$ cat config.mk
export PLATFORM = sky130hd
export DESIGN_NAME = ltpi_selftest_runner
export DESIGN_NICKNAME = d
export VERILOG_FILES = /design/src/rtl/ltpi_selftest_runner.sv
export SDC_FILE = /design/constraint.sdc
export NUM_CORES = 1
export LEC_CHECK = 0
export ABC_AREA = 1
export ABC_CLOCK_PERIOD_IN_PS = 6350
export BUFFER_PORTS_ARGS = -buffer_cell sky130_fd_sc_hd__buf_2
export CAP_MARGIN = 20
export CORE_MARGIN = 2
export CORE_UTILIZATION = 46
export DETAILED_ROUTE_END_ITERATION = 10
export PLACE_DENSITY = 0.69
export SYNTH_ARGS = -nofsm -noshare
export SYNTH_HDL_FRONTEND = slang
export SYNTH_SLANG_ARGS = --single-unit
export TNS_END_PERCENT = 20
$ cat constraint.sdc
create_clock -name clk -period 6.35 [get_ports clk]
set_clock_uncertainty 0.05 [all_clocks]
set_input_delay 0.3175 -clock clk [delete_from_list [all_inputs] [get_ports clk]]
set_output_delay 0.3175 -clock clk [all_outputs]
set_load 0.005 [all_outputs]
$ cat src/rtl/ltpi_selftest_runner.sv
// ltpi_selftest_runner
//   Launches up to NUM_TESTS LTPI PHY self-test engines, sequentially (lowest index first)
//   or all at once, with a per-test cycle timeout, and folds the results into
//   pass/fail/timeout masks plus a single suite verdict.
// Ports:
//   clk, reset_n                 clock, synchronous active-low reset
//   start                        suite start pulse (accepted only when idle)
//   parallel_mode, stop_on_fail  run mode, latched at start
//   test_enable, timeout_cycles  channel enables and per-test timeout (0 = none), latched at start
//   tc_start / tc_done / tc_pass per-channel launch pulse, completion pulse and verdict
//   busy, done, result_valid     suite status
//   suite_pass                   overall verdict
//   pass_mask, fail_mask, timeout_mask, current_test, tests_run  result details
module ltpi_selftest_runner #(
   parameter int unsigned NUM_TESTS = 4,
   parameter int unsigned TO_W      = 16,
   parameter int unsigned IDX_W     = (NUM_TESTS > 1) ? $clog2(NUM_TESTS) : 1
) (
   input  logic                 clk,
   input  logic                 reset_n,
   input  logic                 start,
   input  logic                 parallel_mode,
   input  logic                 stop_on_fail,
   input  logic [NUM_TESTS-1:0] test_enable,
   input  logic [TO_W-1:0]      timeout_cycles,
   output logic [NUM_TESTS-1:0] tc_start,
   input  logic [NUM_TESTS-1:0] tc_done,
   input  logic [NUM_TESTS-1:0] tc_pass,
   output logic                 busy,
   output logic                 done,
   output logic                 suite_pass,
   output logic                 result_valid,
   output logic [NUM_TESTS-1:0] pass_mask,
   output logic [NUM_TESTS-1:0] fail_mask,
   output logic [NUM_TESTS-1:0] timeout_mask,
   output logic [IDX_W-1:0]     current_test,
   output logic [5:0]           tests_run
);

   typedef enum logic [2:0] {StIdle, StSeqLaunch, StSeqWait, StParWait, StReport} state_e;

   state_e               state_q, state_d;
   logic                 sof_q, sof_d;
   logic [NUM_TESTS-1:0] en_q, en_d;
   logic [TO_W-1:0]      to_q, to_d;
   logic [TO_W-1:0]      timer_q, timer_d;
   logic [IDX_W-1:0]     cur_q, cur_d;
   logic                 launch_q, launch_d;  // parallel launch cycle marker
   logic [NUM_TESTS-1:0] pass_q, pass_d, fail_q, fail_d, tmo_q, tmo_d;
   logic [5:0]           run_q, run_d;
   logic                 rv_q, rv_d;

   function automatic logic [5:0] popcnt(input logic [NUM_TESTS-1:0] v);
      logic [5:0] c;
      c = '0;
      for (int i = 0; i < int'(NUM_TESTS); i++) c = c + 6'(v[i]);
      return c;
   endfunction

   // Lowest enabled channel at start, and next enabled channel above the active one.
   logic [IDX_W-1:0] first_idx, next_idx;
   logic             next_any;
   always_comb begin
      first_idx = '0;
      next_idx  = '0;
      next_any  = 1'b0;
      for (int i = int'(NUM_TESTS) - 1; i >= 0; i--) begin
         if (test_enable[i]) first_idx = IDX_W'(i);
         if (en_q[i] && (i > int'(cur_q))) begin
            next_idx = IDX_W'(i);
            next_any = 1'b1;
         end
      end
   end

   // Timer counts the cycles after launch; expiry lands on the timeout_cycles-th of them.
   logic expire;
   assign expire = (to_q != '0) && (timer_q == (to_q - TO_W'(1)));

   logic                 seq_resolve, seq_failed;
   logic [NUM_TESTS-1:0] pending, par_new, par_stale, par_left;
   assign seq_resolve = tc_done[cur_q] | expire;
   assign seq_failed  = tc_done[cur_q] ? ~tc_pass[cur_q] : 1'b1;  // done beats expiry
   assign pending     = en_q & ~(pass_q | fail_q);
   assign par_new     = launch_q ? '0 : (tc_done & pending);
   assign par_stale   = (!launch_q && expire) ? (pending & ~par_new) : '0;
   assign par_left    = pending & ~par_new & ~par_stale;

   // State register
   always_ff @(posedge clk) begin
      if (!reset_n) state_q <= StIdle;
      else          state_q <= state_d;
   end

   // Next-state logic
   always_comb begin
      state_d = state_q;
      case (state_q)
         StIdle: begin
            if (start) begin
               if (test_enable == '0) state_d = StReport;
               else if (parallel_mode) state_d = StParWait;
               else                    state_d = StSeqLaunch;
            end
         end
         StSeqLaunch: state_d = StSeqWait;
         StSeqWait: begin
            if (seq_resolve) begin
               if ((seq_failed && sof_q) || !next_any) state_d = StReport;
               else                                    state_d = StSeqLaunch;
            end
         end
         StParWait: if (!launch_q && (par_left == '0)) state_d = StReport;
         StReport:  state_d = StIdle;
         default:   state_d = StIdle;
      endcase
   end

   // Datapath next-state
   always_comb begin
      sof_d    = sof_q;
      en_d     = en_q;
      to_d     = to_q;
      cur_d    = cur_q;
      launch_d = 1'b0;
      timer_d  = timer_q;
      pass_d   = pass_q;
      fail_d   = fail_q;
      tmo_d    = tmo_q;
      run_d    = run_q;
      rv_d     = rv_q;
      case (state_q)
         StIdle: begin
            if (start) begin
               sof_d    = stop_on_fail & ~parallel_mode;
               en_d     = test_enable;
               to_d     = timeout_cycles;
               cur_d    = parallel_mode ? '0 : first_idx;
               launch_d = parallel_mode && (test_enable != '0);
               timer_d  = '0;
               pass_d   = '0;
               fail_d   = '0;
               tmo_d    = '0;
               run_d    = '0;
               rv_d     = 1'b0;
            end
         end
         StSeqLaunch: timer_d = '0;
         StSeqWait: begin
            timer_d = timer_q + TO_W'(1);
            if (seq_resolve) begin
               run_d = run_q + 6'd1;
               if (!seq_failed) pass_d[cur_q] = 1'b1;
               else             fail_d[cur_q] = 1'b1;
               if (!tc_done[cur_q]) tmo_d[cur_q] = 1'b1;
               if (next_any && !(seq_failed && sof_q)) cur_d = next_idx;
            end
         end
         StParWait: begin
            timer_d = launch_q ? '0 : (timer_q + TO_W'(1));
            pass_d  = pass_q | (par_new & tc_pass);
            fail_d  = fail_q | (par_new & ~tc_pass) | par_stale;
            tmo_d   = tmo_q | par_stale;
            run_d   = run_q + popcnt(par_new | par_stale);
         end
         default: ;
      endcase
      if (state_d == StReport) rv_d = 1'b1;
   end

   always_ff @(posedge clk) begin
      if (!reset_n) begin
         sof_q    <= 1'b0;
         en_q     <= '0;
         to_q     <= '0;
         cur_q    <= '0;
         launch_q <= 1'b0;
         timer_q  <= '0;
         pass_q   <= '0;
         fail_q   <= '0;
         tmo_q    <= '0;
         run_q    <= '0;
         rv_q     <= 1'b0;
      end else begin
         sof_q    <= sof_d;
         en_q     <= en_d;
         to_q     <= to_d;
         cur_q    <= cur_d;
         launch_q <= launch_d;
         timer_q  <= timer_d;
         pass_q   <= pass_d;
         fail_q   <= fail_d;
         tmo_q    <= tmo_d;
         run_q    <= run_d;
         rv_q     <= rv_d;
      end
   end

   // Outputs
   always_comb begin
      tc_start = '0;
      if (state_q == StSeqLaunch)               tc_start[cur_q] = 1'b1;
      else if (state_q == StParWait && launch_q) tc_start        = en_q;
      busy       = (state_q == StSeqLaunch) || (state_q == StSeqWait) || (state_q == StParWait);
      done       = (state_q == StReport);
      suite_pass = rv_q && (fail_q == '0) && (run_q == popcnt(en_q)) && (run_q != '0);
   end

   assign result_valid = rv_q;
   assign pass_mask    = pass_q;
   assign fail_mask    = fail_q;
   assign timeout_mask = tmo_q;
   assign current_test = cur_q;
   assign tests_run    = run_q;

endmodule

Yosys cells after proc, flatten, opt, wreduce, memory -nomap -nowiden
Index checks and enable logic that the tools add are counted.
Storage, ports and cells
  bits of input ports: 33
  word-level logic and storage cells: 156
  register bits after elaboration: 62
Cells by class
  mux-type cells: 52
  reduce and logical (&&, ||, !) cells: 41
  magnitude comparators: 5
  bitwise logic cells: 23
  $add $sub $neg: 10
  eq/ne operators: 13
Operators by type and width (count)
  case mux 16 bit (4 select lines): 1
  2-to-1 mux 4 bit: 11
  OR 4 bit: 9
  case mux 4 bit (3 select lines): 3
  2-to-1 mux 16 bit: 2
  AND 4 bit: 6
  2-to-1 mux 2 bit: 12
  case mux 6 bit (3 select lines): 1
  adder 16 x 1 -> 16 bit, second input constant: 1
  == test 16 bit: 1
  inverter 4 bit: 4
  AND reduction 4 bit: 4
  nonzero test 16 bit: 1
  subtractor 16 x 1 -> 16 bit, second input constant: 1
  2-to-1 mux 3 bit: 5
  logical AND 1 bit: 14
  logical NOT 4 bit: 3
  2-to-1 mux 6 bit: 2
  != test 2 bit, second input constant: 6
  case mux 3 bit (4 select lines): 1
  2-to-1 mux 1 bit: 10
  adder 3 x 1 -> 4 bit: 2
  nonzero test 4 bit: 2
  adder 2 x 1 -> 3 bit: 2
  25 further kinds: 40

Depth between registers and ports, before layout
Gate-level depths: netlist (run 1).
  word-level depth: 17
  mapped depth: 23

Least setup slack after synthesis (run 1)
No wires, ideal clock.
  path type: register -> register
  start point: register to_q[0]
  end point: register run_q[1], in the netlist tests_run[1]
  stages on the path, launching flop included: 20
  path buffers: 0
  arrival: 3.316 ns
  period minus slack after synthesis: 3.485 ns
  setup slack: 2.865 ns
  required time: 6.181 ns
  cells stage by stage: dfxtp_1 inv_2 ha_1 inv_1 nand2_1 nand2_1 nand2_1 nor2_1 nand3_1 nor2_1 nand3_1 nor2_4 a31oi_1 fa_1 fa_1 inv_1 fa_1 a22o_1 o21ai_1 a21oi_1
Between the ends
  word-level cells in the longest chain between the ends: 11
RTL lines
  start, declared: line 45  | logic [TO_W-1:0] to_q, to_d;
  start signal, assigned: line 187  | to_q <= to_d;
  subtractor 16 x 1 -> 16 bit: line 78  | assign expire = (to_q != '0) && (timer_q == (to_q - TO_W'(1)));
  == test 16 bit: line 78
  logical AND 1 bit *: line 78
  logical AND 1 bit: line 86  | assign par_stale = (!launch_q && expire) ? (pending & ~par_new) : '0;
  2-to-1 mux 4 bit: line 86
  OR 4 bit: line 164  | run_d = run_q + popcnt(par_new | par_stale);
  adder 1 x 1 -> 2 bit: line 56  | for (int i = 0; i < int'(NUM_TESTS); i++) c = c + 6'(v[i]);
  adder 2 x 1 -> 3 bit: line 56
  adder 3 x 1 -> 4 bit: line 56
  adder 6 x 4 -> 6 bit: line 164
  case mux 6 bit (3 select lines): line 132  | case (state_q)
  end signal, assigned: line 194  | run_q <= run_d;
  end, declared: line 50  | logic [5:0] run_q, run_d;
Mark *: on every way between the ends. The rest lies on a longest branch, timed or not.
A chain may end at the register's enable or synchronous reset.

Worst setup path after layout (run 1)
  start point: register to_q[0]
  end point: register run_q[5], in the netlist tests_run[5]
The elaborated chain is that of the path after synthesis.

==> flow_summary_export.csv, run 1 <==
group,metric,value,unit
die,rows,34,
cells_and_area,drive_gt1_share,16.2,%
routing,wl,12.8,mm
clock_network,cts_tree,"yes",
routing,drc,0,
die,die_area,0.00998,sq mm
worst_setup_path,critPathLaunch,"to_q[0]$_SDFFE_PN0P_",
cells_and_area,final_cell_mix,"nand2_1 (153), inv_1 (101), nor2_1 (79)",
worst_setup_path,rr_startpoint,"to_q[0]$_SDFFE_PN0P_",
synth,synth_warnings,0,
synth,synth_area,0.00423,sq mm
cells_and_area,syn_to_final_growth,13.6,%
routing,wl_per_cell,15.2,microns
synth,synthCells,670,
synth,ys_seq_area_share,29.3,%
sta,rsz0062_at_grt,"false",
synth,syn_area_per_cell,6.32,sq um
global_routing,met1_usage,30.9,%
global_routing,grt_pass1_vias,4521,
status,outcome,"finished clean",
place,portBuffers,60,
die,fp.dieW,99.9,microns
cells_and_area,multi_input_area,0.00251,sq mm
sta,finalHoldViolations,0,
synth,synth-seq-cells,62,
clock_network,clk_pin_slew_worst_paths,80,ps
cells_and_area,ff_latch_area,0.00124,sq mm
sta,setup_viol_count_final,0,
global_routing,grt_pass1_wl,20.9,mm
pwr,power_density,308,mW/mm^2
worst_setup_path,worstSetupStartpointType,"flop",
global_routing,grt_max_degree,37,
clock_network,clock-sinks,62,
clock_network,h-tree-depth,3,
worst_setup_path,critical_path_class,"flop to flop",
synth,synthFlopType,"dfxtp_1",
worst_setup_path,arrival,3920,ps
job,drv_cap,0,
cells_and_area,final_common_cell,"nand2_1",
cells_and_area,fin_nets,774,
synth,synth_area_leaders,"dfxtp_1 (29%), nand2_1 (14%), inv_1 (9.0%), nor2_1 (7.0%), o21ai_0 (6.2%)",
global_routing,use_met3,4.60,%
synth,synth_edf_count,0,
die,dieHeight,99.9,microns
routing,num_vias,4588,
sta,fin_crit,3730,ps
routing,ant_nets,0,
cells_and_area,fin_util,54.6,%
die,io_pins,61,
sta,fmax,0.268,GHz
clock_network,clk_latency,350,ps
sta,max_slew.worst_pin.slew,977,ps
routing,drtPass1Iterations,5,
synth,synth_top_area_cell,"dfxtp_1",
worst_setup_path,cp_max_fo,9,
worst_setup_path,critical_path_required,6540,ps
synth,async_reset_ff_share,0,%
pwr,ir_worst_vdd,140,uV
die,initial_core_util,48.1,%
synth,synth.net_count,715,
worst_hold_path,min_path_type,"input port to flop",
global_routing,grt_overflow_total,0,
sta,relSlewSlack,34.8,%
routing,via_per_inst,5.45,
routing,drt_iter0_markers,219,
clock_network,root_buffer,"clkbuf_8",
pwr,p_leak,0.00229,uW
worst_hold_path,worstHoldStart,"timeout_cycles[12]",
cells_and_area,diodes,0,
global_routing,antenna_found_initial,0,
global_routing,grt_use_met2,47.0,%
cells_and_area,nFillCells,891,
worst_setup_path,cp-end-kind,"flop",
clock_network,cts_max_path_buffers,2,
sta,tns,0,ps
place,dpl.hpwl,9.72,mm
place,gp_congestion,0.949,
clock_network,ctsHoldBuffers,0,
sta,fin_crit_sh,58.8,%
sta,slew_viol_final,0,
clock_network,cts_resized,0,
synth,synth_top_area_share,29.3,%
global_routing,grt.total_usage,26.2,%
clock_network,postCtsSetupRepairBufs,0,
die,design.core.area,0.00881,sq mm
clock_network,cts_made_buffers,9,
synth,ys_types,44,
global_routing,gr-max-usage-layer,"met2",
area by class of cell:
cell class              count  area share [%]
inverters                 109            8.51
clock inverters             6            1.28
multi-input cells         486            52.3
repair buffers             61            6.40
flip-flops and latches     62            25.8
clock buffers              10            2.86
well taps                 108            2.81
critical path: stages, from the launching register on:
cell	delay, ps
dfxtp_1	320
inv_2	110
ha_1	210
nand2_2	130
nor2_4	170
nand2_1	70
nand3_1	90
nand2_1	80
nor2_1	90
nand2_1	100
nor2_4	230
a31oi_1	140
fa_1	500
fa_1	420
inv_1	90
a21o_1	130
nand3_1	80
inv_1	90
nand3_1	70
a32o_1	270
o21ai_2	140
a21oi_2	40
power by group:
group          switching [uW]  internal, uW
registers                70.5           442
clock network             168           191
logic                     403           204
cell usage after synthesis (2+ instances only):
library cell	count
a21oi_1	43
a21oi_2	5
a31o_2	2
a31oi_1	5
clkbuf_1	10
dfxtp_1	62
fa_1	4
ha_1	8
inv_1	101
inv_2	7
nand2_1	153
nand2_2	5
nand3_1	38
nand3_4	2
nand3b_1	3
nand4_1	20
nor2_1	79
nor2_2	11
nor2_4	6
nor3_1	9
o21ai_0	52
o21ai_1	5
o21ai_2	2
o22ai_1	8
o31ai_1	4
o32ai_1	2
xnor2_1	6
xor2_1	2
registers in the layout, summed over array words and instances, names as in the netlist:
name,flops
to_q,16
en_q,4
pass_mask,4
tests_run,6
timeout_mask,4
timer_q,16
sof_q,1
current_test,2
fail_mask,4
launch_q,1
state_q,3
result_valid,1
cell families after synthesis:
kind of cell,Yosys count,synth area share [%]
XOR/XNOR,8,1.66
AND/OR/NAND/NOR,330,35.2
AO/OA/AOI/OAI,136,18.3
buffers and inverters,122,11.2
adder cells (fa/ha/maj),12,4.26
flip-flops,62,29.3
metal layers:
layer / up-vias / share of wire (%)
li1: 2288 / -
met1: 2098 / 40
met2: 177 / 52
met3: 25 / 5.8
met4: 0 / 2.3
met5: - / 0
through the flow:
| stage | power [uW] | std cells | hold WS (ps) | area (sq um) | worst slack (ps) |
|---|---|---|---|---|---|
| floorplan | 952 | 670 | 384 | 4230 | 2860 |
| global placement | 1100 | 826 | 388 | 4610 | 2740 |
| detailed placement | 1120 | 826 | 391 | 4610 | 2630 |
| CTS | 1480 | 842 | 159 | 4810 | 2630 |
| global route | 1590 | 842 | 189 | 4810 | 2300 |
| finish | 1480 | 842 | 166 | 4810 | 2620 |
final timing paths:
path                                                     end  slack (ps)  depth (start not counted)
worst min register to register  timeout_mask[2]$_SDFFE_PN0P_         400                          2
worst max-delay path               tests_run[5]$_SDFFE_PN0P_        2620                         21
worst max register to register     tests_run[5]$_SDFFE_PN0P_        2620                         21
worst min-delay path                   to_q[12]$_SDFFE_PN0P_         170                          3
No activity file was read; power rests on OpenSTA's default activity.
==> inputs of run 2 (changes only) <==
ABC_CLOCK_PERIOD_IN_PS = 3700   (was 6350)
clock period = 3.7 ns   (was 6.35 ns; I/O delays follow)
==> run 2 against run 1 <==
Sequential share of layout area is 0.91 points lower. Non-clock buffer count is 12 higher. Count of clock-buffer cells in the layout stayed put. Global-route usage is 0.24 points higher. Wire length is 0.53% lower. Utilization is 2.3 points higher. Die area stayed put. Largest power group unchanged. Sequential power is 72% higher.
==> flow_summary_export.csv, run 2 (same netlist as run 1, synthesis figures left out) <==
group,metric,value,unit
cells_and_area,final_cell_mix,"nand2_1 (152), inv_1 (99), nor2_1 (75)",
routing,wl_per_cell,14.9,microns
sta,slew_viol_final,0,
worst_setup_path,critical_path_required,3900,ps
clock_network,root_buffer,"clkbuf_8",
place,preCtsSetupSlack,54.5,ps
place,portBuffers,60,
clock_network,clk_latency,360,ps
clock_network,cts_tree,"yes",
clock_network,clock-sinks,62,
cells_and_area,diodes,0,
routing,drc,0,
pwr,switching_share,42.5,%
place,dpl.hpwl,9.66,mm
die,dieHeight,99.9,microns
pwr,p_leak,0.00237,uW
sta,setup_viol_count_final,0,
pwr,power_density,530,mW/mm^2
pwr,net-switching-power,1130,uW
cells_and_area,final_common_cell,"nand2_1",
global_routing,grt_pass1_wl,21.0,mm
pwr,total_power,2660,uW
die,initial_core_util,48.1,%
clock_network,cts_made_buffers,9,
routing,wl,12.8,mm
cells_and_area,drive_gt1_share,20.0,%
pwr,seqPwrFrac,33.2,%
job,drv_cap,0,
worst_setup_path,critical_path_class,"flop to flop",
clock_network,ctsHoldBuffers,0,
global_routing,antenna_found_initial,0,
worst_setup_path,arrival,3690,ps
sta,fmax,0.287,GHz
routing,ant_nets,0,
status,outcome,"finished clean",
pwr,ir_worst_vdd,263,uV
clock_network,cts_max_path_buffers,2,
place,gp_congestion,0.918,
global_routing,grt_max_degree,37,
die,die_area,0.00998,sq mm
global_routing,grt_overflow_total,0,
sta,relSlewSlack,68.5,%
clock_network,clk_pin_slew_worst_paths,80,ps
pwr,power_frac_clock,25.5,%
sta,fin_crit,3490,ps
routing,drt_iter0_markers,238,
sta,finalHoldViolations,0,
worst_hold_path,min_path_type,"input port to flop",
worst_setup_path,worstSetupStartpointType,"flop",
sta,max_slew.worst_pin.slew,467,ps
cells_and_area,fin_util,56.9,%
worst_setup_path,cp-end-kind,"flop",
routing,via_per_inst,5.48,
global_routing,grt.total_usage,26.4,%
worst_setup_path,cp_max_fo,4,
routing,drtPass1Iterations,7,
pwr,cell_internal_pwr,1530,uW
die,rows,34,
die,fp.dieW,99.9,microns
sta,fin_crit_sh,94.3,%
cells_and_area,syn_to_final_growth,18.5,%
clock_network,h-tree-depth,3,
routing,num_vias,4684,
die,design.core.area,0.00881,sq mm
global_routing,grt_pass1_vias,4539,
pwr,comb_power_share,41.2,%
die,io_pins,61,
sta,worst_slack,212,ps
sta,whs,32.1,ps
cells_and_area,fin_nets,786,
## run 2: changes by cell type in the layout (fill, tap and decap cells not counted), sizes merged
cell    previous run  this run
buf               61        73
bufinv             1         2
clkinv             5         4
## run 2: repair_timing
action                     CTS  global route
setup endpoints to repair    0             5
resized for setup            0            31
setup buffers                0             5
## run 2: worst paths after layout
path | from | end | slack, ps | depth (start not counted)
setup / recovery | to_q[1]$_SDFFE_PN0P_ | tests_run[5]$_SDFFE_PN0P_ | 210 | 23
hold / removal | timeout_cycles[13] | to_q[13]$_SDFFE_PN0P_ | 30 | 3
setup reg to reg | to_q[1]$_SDFFE_PN0P_ | tests_run[5]$_SDFFE_PN0P_ | 210 | 23
hold reg to reg | timeout_mask[3]$_SDFFE_PN0P_ | timeout_mask[3]$_SDFFE_PN0P_ | 400 | 2
## run 2: layer usage
layer	part of all wire, %	track usage [%]	vias to the layer above
met1	41	30.6	2159
met5	0	0	-
met3	5.7	4.60	33
met2	51	47.6	166
met4	3.1	11.8	0
li1	-	-	2326
## run 2: final cells by class
cell class / count / area (sq um)
multi-input combinational: 486 / 2600
clock buffer: 10 / 128
tap: 108 / 135
inverter: 109 / 409
fill: 883 / 3790
clock inverter: 6 / 86.3
sequential: 62 / 1250
timing repair buffer: 73 / 402
## run 2: power groups by stage
stage | clock network (uW) | registers [uW] | logic [uW]
6_report | 678 | 883 | 1100
2_1_floorplan | 0 | 863 | 771
4_1_cts | 693 | 873 | 1040
3_5_place_dp | 0 | 887 | 1040
3_3_place_gp | 0 | 885 | 1020
5_1_grt | 721 | 899 | 1250
## run 2: critical path, stage by stage (launching register included)
cell     delay [ps]
dfxtp_2         340
inv_2            90
ha_4            150
inv_1            50
nand2_1          70
nand2_1          70
nand2_1          60
nand2_1          50
nor2_1           80
nand2_1          80
nor2_2          150
nand3_2         100
nor2_4          190
a31oi_4         100
fa_1            500
fa_2            350
inv_2            70
a21o_1          140
nand3_1          90
inv_1            90
nand3_1          70
a32o_1          280
o21ai_2         140
a21oi_2          40
## run 2: metrics by stage
stage	cells	TNS (ps)	cell area [sq um]
finish	854	0	5010
global route	854	-30.5	5010
CTS	849	0	4870
detailed placement	833	0	4660
global placement	833	0	4660
floorplan	670	0	4230
